File: src/rtl/inst_fetch.sv
// Instruction fetch unit: requests one word at a time from instruction memory,
// holds it for the decode/branch units until consumed, and follows branch
// redirects. A redirect to a misaligned target parks the unit in FAULT.
//
// state | meaning
// IDLE  | one quiet cycle after reset before the first request
// FETCH | request outstanding at pc, waiting for imem_ready
// VALID | instruction latched, waiting for downstream to consume it
// FAULT | misaligned redirect seen; sticky until reset
module inst_fetch #(
  parameter logic [31:0] RESET_PC = 32'h0000_0000
) (
  input  logic        clk,
  input  logic        rst_n,
  output logic        imem_req,
  output logic [31:0] imem_addr,
  input  logic        imem_ready,
  input  logic [31:0] imem_rdata,
  output logic [31:0] instruction,
  output logic        inst_valid,
  output logic [31:0] address,
  input  logic        stall,
  input  logic [31:0] next_inst,
  input  logic        redirect,
  output logic        fault
);

  typedef enum logic [1:0] {
    IDLE  = 2'd0,
    FETCH = 2'd1,
    VALID = 2'd2,
    FAULT = 2'd3
  } state_t;

  state_t      state;
  state_t      state_nxt;
  logic [31:0] pc;
  logic [31:0] pc_nxt;
  logic [31:0] instr_pc;
  logic [31:0] instr_pc_nxt;
  logic [31:0] instr_q;
  logic [31:0] instr_nxt;

  // State and datapath registers with synchronous reset.
  always_ff @(posedge clk) begin
    if (!rst_n) begin
      state    <= IDLE;
      pc       <= RESET_PC;
      instr_pc <= RESET_PC;
      instr_q  <= 32'h0000_0000;
    end else begin
      state    <= state_nxt;
      pc       <= pc_nxt;
      instr_pc <= instr_pc_nxt;
      instr_q  <= instr_nxt;
    end
  end

  // Next-state and datapath update; redirect only matters when a word is consumed.
  always_comb begin
    state_nxt    = state;
    pc_nxt       = pc;
    instr_pc_nxt = instr_pc;
    instr_nxt    = instr_q;
    case (state)
      IDLE: begin
        state_nxt = FETCH;
      end
      FETCH: begin
        if (imem_ready) begin
          instr_nxt    = imem_rdata;
          instr_pc_nxt = pc;
          pc_nxt       = pc + 32'd4;
          state_nxt    = VALID;
        end
      end
      VALID: begin
        if (!stall) begin
          state_nxt = FETCH;
          if (redirect) begin
            pc_nxt = next_inst;
            if (next_inst[1:0] != 2'b00) begin
              state_nxt = FAULT;
            end
          end
        end
      end
      FAULT: begin
        state_nxt = FAULT;
      end
      default: begin
        state_nxt = IDLE;
      end
    endcase
  end

  // Outputs decode directly from state and registers.
  assign imem_req    = (state == FETCH);
  assign inst_valid  = (state == VALID);
  assign fault       = (state == FAULT);
  assign imem_addr   = pc;
  assign instruction = instr_q;
  assign address     = instr_pc + 32'd4;

endmodule

File: config.mk
export PLATFORM = sky130hd
export DESIGN_NAME = inst_fetch
export DESIGN_NICKNAME = d
export VERILOG_FILES = /design/src/rtl/inst_fetch.sv
export SDC_FILE = /design/constraint.sdc
export NUM_CORES = 1
export LEC_CHECK = 0
export CAP_MARGIN = 20
export CORE_MARGIN = 8
export CORE_UTILIZATION = 42
export CTS_BUF_LIST = sky130_fd_sc_hd__clkbuf_4 sky130_fd_sc_hd__clkbuf_8 sky130_fd_sc_hd__clkbuf_16
export CTS_CLUSTER_SIZE = 12
export DETAILED_ROUTE_END_ITERATION = 8
export PLACE_DENSITY = 0.73
export SLEW_MARGIN = 40
export SYNTH_ARGS = -nofsm -noshare
export SYNTH_HDL_FRONTEND = slang
export SYNTH_SLANG_ARGS = --single-unit
File: constraint.sdc
create_clock -name clk -period 2.2 [get_ports clk]
set_clock_uncertainty 0.15 [all_clocks]
set_input_delay 0.22 -clock clk [delete_from_list [all_inputs] [get_ports clk]]
set_output_delay 0.22 -clock clk [all_outputs]
set_load 0.01 [all_outputs]
# After elaboration in Yosys (flattened, before gate mapping)
# Index checks and enable logic that the tools add are counted.
[op_classes] add_sub_neg=2 eq_ne=6 n_mux=9 reduce_logical=6
[ops] operator="2-to-1 mux 32 bit" count=3
[ops] operator="adder 32 x 3 -> 32 bit (second input constant)" count=2
[ops] operator="one-hot mux 32 bit (2 select lines)" count=1
[ops] operator="2-to-1 mux 2 bit" count=4
[ops] operator="one-hot mux 2 bit (4 select lines)" count=1
[ops] operator="equality test 2 bit (second input constant)" count=2
[ops] operator="!= test 2 x 1 -> 1 bit (second input constant)" count=2
[ops] operator="AND reduction 2 bit" count=2
[ops] operator="AND reduction 4 bit" count=1
[ops] operator="nonzero test 2 bit" count=2
[ops] operator="equality test 2 x 1 -> 1 bit (second input constant)" count=1
[ops] operator="zero test 2 bit" count=1
[ops] operator="!= test 2 bit (second input constant)" count=1
[totals] ff_bits=98 input_bits=69 out_inout_bits=99 word_cells=27

# Longest topological paths before layout
[depth] depth_word=5 depth_mapped=10

# Worst setup path before layout
# Ideal clock, no wire load.
[synth_timing] path_kind="reg2out" from="register instr_pc[2]" to="output port address[26]" arrival_time_ns=1.766 required_ns=1.830 slack_ns=0.064 path_stages_with_launch=8 path_buffers=1 path_cell_list="dfxtp_1 > ha_1 > nand3_1 > nor3_1 > and2_1 > buf_2 > and4_1 > xor2_1"
[synth_between] elab_chain_cells=1
[synth_rtl] item="start, declared" line="39" source="logic [31:0] instr_pc;"
[synth_rtl] item="start signal, assigned" line="54" source="instr_pc <= instr_pc_nxt;"
[synth_rtl] item="adder 32 x 3 -> 32 bit" line="103" source="assign address = instr_pc + 32'd4;"
[synth_rtl] item="end, declared" line="21" source="output logic [31:0] address,"
# Every way passes these cells.

# Worst setup path in the final report
[layout_timing] from="register instr_pc[3]" to="output port address[31]"
# The elaborated chain is that of the path after synthesis.

==> results.ini <==
[synthesis]
avgSynthCellArea_um2 = 7.51
syn_area_um2 = 4880
ys_async_sr_fraction_pct = 0
synth_top_area_share_pct = 40.2
yosysTopAreaCell = dfxtp_1
synth_edf_count = 0
yosys.cell_count.top_type = nand2_1
ys.flop_type = dfxtp_1
syn-num-nets = 721
ys_types = 68
yosysSeqAreaShare_pct = 40.2
yosys-top-cells-area = dfxtp_1 (40%), nand2_1 (14%), a21oi_1 (9.2%), xnor2_1 (3.6%), nand3_1 (2.6%)
synth_warnings = 0
ys_seq_elements = 98
synth_commonest_cells = nand2_1 (177), dfxtp_1 (98), a21oi_1 (90), nor2_1 (32), clkbuf_1 (28)
synth_cells = 650

[sta]
setup_tns_ps = -299
hold_viol = 0
rsz0062_at_grt = true
timing.final.crit_share_pct = 103
max_freq_ghz = 0.443
period_needed_ps = 2260
finalMaxSlewViolations = 0
worst_slack_ps = -58.5
slew_headroom_pct = 76.6
setup_viol = 10
worst_slew_pin_slew_ps = 348

[drt]
via_per_inst = 5.54
drt_iter0_markers = 439
first_pass_iters = 5
ant_nets = 0
via_count = 5594
drc = 0
wl_mm = 17.7
wl_per_cell_um = 17.5

[clock_tree]
cts_buffers = 9
root_buffer = clkbuf_16
insertion_delay_ps = 340
clock-sinks = 98
path_clk_slew_ps = 70
cts_max_level = 3
cts_buffer_depth = 2
cts_tree = built

[layout]
fillers = 995
area_delta_synth_final_pct = 53.0
finalNetCount = 933
layout.area.seq_um2 = 1970
antenna_cells = 0
drive_above_1_share_pct = 17.3
multi_input_area_um2 = 2770

[global_routing]
grt_max_degree = 57
antenna_found_initial = 0
overflow = 0
grt_usage_pct = 22.1
grt_pass1_wl_mm = 27.3
grt_pass1_vias = 5427

[critical_path]
cp.arrival_ps = 1890
critPathCaptureType = output port
crit_required_ps = 1830
worstSetupPathType = flip-flop to output port
critPathMaxFanout = 4
cp-start-kind = flip-flop

[flow_run]
maxCapViolCount = 0

[floorplan]
die_y_um = 124
num_rows = 39
design.die.area_um2 = 15300
die_x_um = 124
core_um2 = 11400
start_util_pct = 42.9
io_pins = 168

[pwr]
power_density_nw_per_um2 = 553
fin_total_pwr_mw = 4.13
ir_worst_vdd_mv = 0.458
p_leak_nw = 2.80

[outcome]
violations = negative setup slack
status = complete, but fails checks

[placement]
gp_congestion = 0.914
port_buffers = 167
hpwl_mm = 12.9
pre_cts_slack_ps = -193

[min_path]
hold_path.class = primary input to flip-flop

cell families (layout without fill, tap and decap cells):
group	after synthesis	after routing	synth area share, %
flops	98	98	40.2
fa+ha+maj	2	2	0.513
mux	3	3	0.667
xor+xnor	28	28	5.03
buf+inv	54	271	4.54
simple gates	314	314	31.0
compound gates	151	151	18.0
critical path, stage by stage (launching register included):
cell and delay, ps:
dfxtp_2 360, buf_6 110, nand4_1 170, nor3_4 250, buf_6 130, and2_4 160
nand3_1 90, xnor2_1 130, buf_2 150
through the flow:
| step | utilization, % | instances | hold WS (ps) | cell area, um^2 |
|---|---|---|---|---|
| detailed placement | 63.1 | 993 | 296 | 7170 |
| CTS | 65.5 | 1010 | 265 | 7440 |
| global route | 65.7 | 1010 | 270 | 7460 |
| global placement | 63.1 | 993 | 291 | 7170 |
| floorplan | - | 650 | 170 | 4880 |
| finish | 65.7 | 1010 | 271 | 7460 |
final cells by class:
type / count / area share (%)
multi-input cells: 498 / 37.0
repair buffers: 248 / 29.8
flip-flops and latches: 98 / 26.4
clock buffers: 11 / 3.30
well taps: 143 / 2.40
clock inverters: 5 / 0.721
inverters: 7 / 0.386
state kept, by name, indices dropped and copies added (netlist names):
name / count
imem_addr: 32
instr_pc: 32
instruction: 32
state: 2
cell usage in the layout (no fill, tap or decap), types with 3 or more instances in the layout:
cell / instances
nand2_1: 177
clkdlybuf4s50_1: 142
dfxtp_1: 94
a21oi_1: 90
buf_4: 74
nor2_1: 31
nand3_1: 21
xnor2_1: 20
buf_2: 16
nand4_1: 15
o21ai_0: 15
and4_1: 9
clkbuf_16: 9
xor2_1: 8
a31oi_1: 8
and3_1: 7
nor3_1: 7
or3_1: 6
inv_1: 5
a22oi_1: 5
nor4_1: 5
clkbuf_2: 5
nand3_2: 4
o211ai_1: 4
dlygate4sd2_1: 4
buf_6: 4
and2_1: 3
nand3b_1: 3
a211oi_1: 3
o21ai_1: 3
o31ai_1: 3
clkinv_2: 3
dfxtp_2: 3
buf_12: 3
metal layers:
layer  part of all wire (%)  track usage, %  vias up
li1                       -               -     2693
met1                     41            27.7     2587
met2                     48            36.5      275
met3                    9.1            4.35       39
met4                    2.4            9.41        0
met5                      0               0        -
where the power goes:
part           switching (mW)  internal [mW]
clock                   0.679          0.922
sequential             0.0629           1.83
combinational           0.307          0.324
what timing repair did:
action                                  4_1_cts  5_1_grt
pin swaps                                     4       16
buffers inserted                              1        0
endpoints found under the setup margin       25       25
resized for setup                            83       24
hold buffers                                  0        0
path summary, 6_finish.rpt:
kind | start | end | slack, ps | cells after the start
worst max-delay path | instr_pc[3] | address[31] | -60 | 8
worst min-delay path | imem_rdata[4] | instruction[4] | 270 | 3
worst max register to register | imem_addr[6] | imem_addr[25] | 100 | 5
worst min register to register | instruction[22] | instruction[22] | 300 | 2
Power figures use the tool's default switching activity.
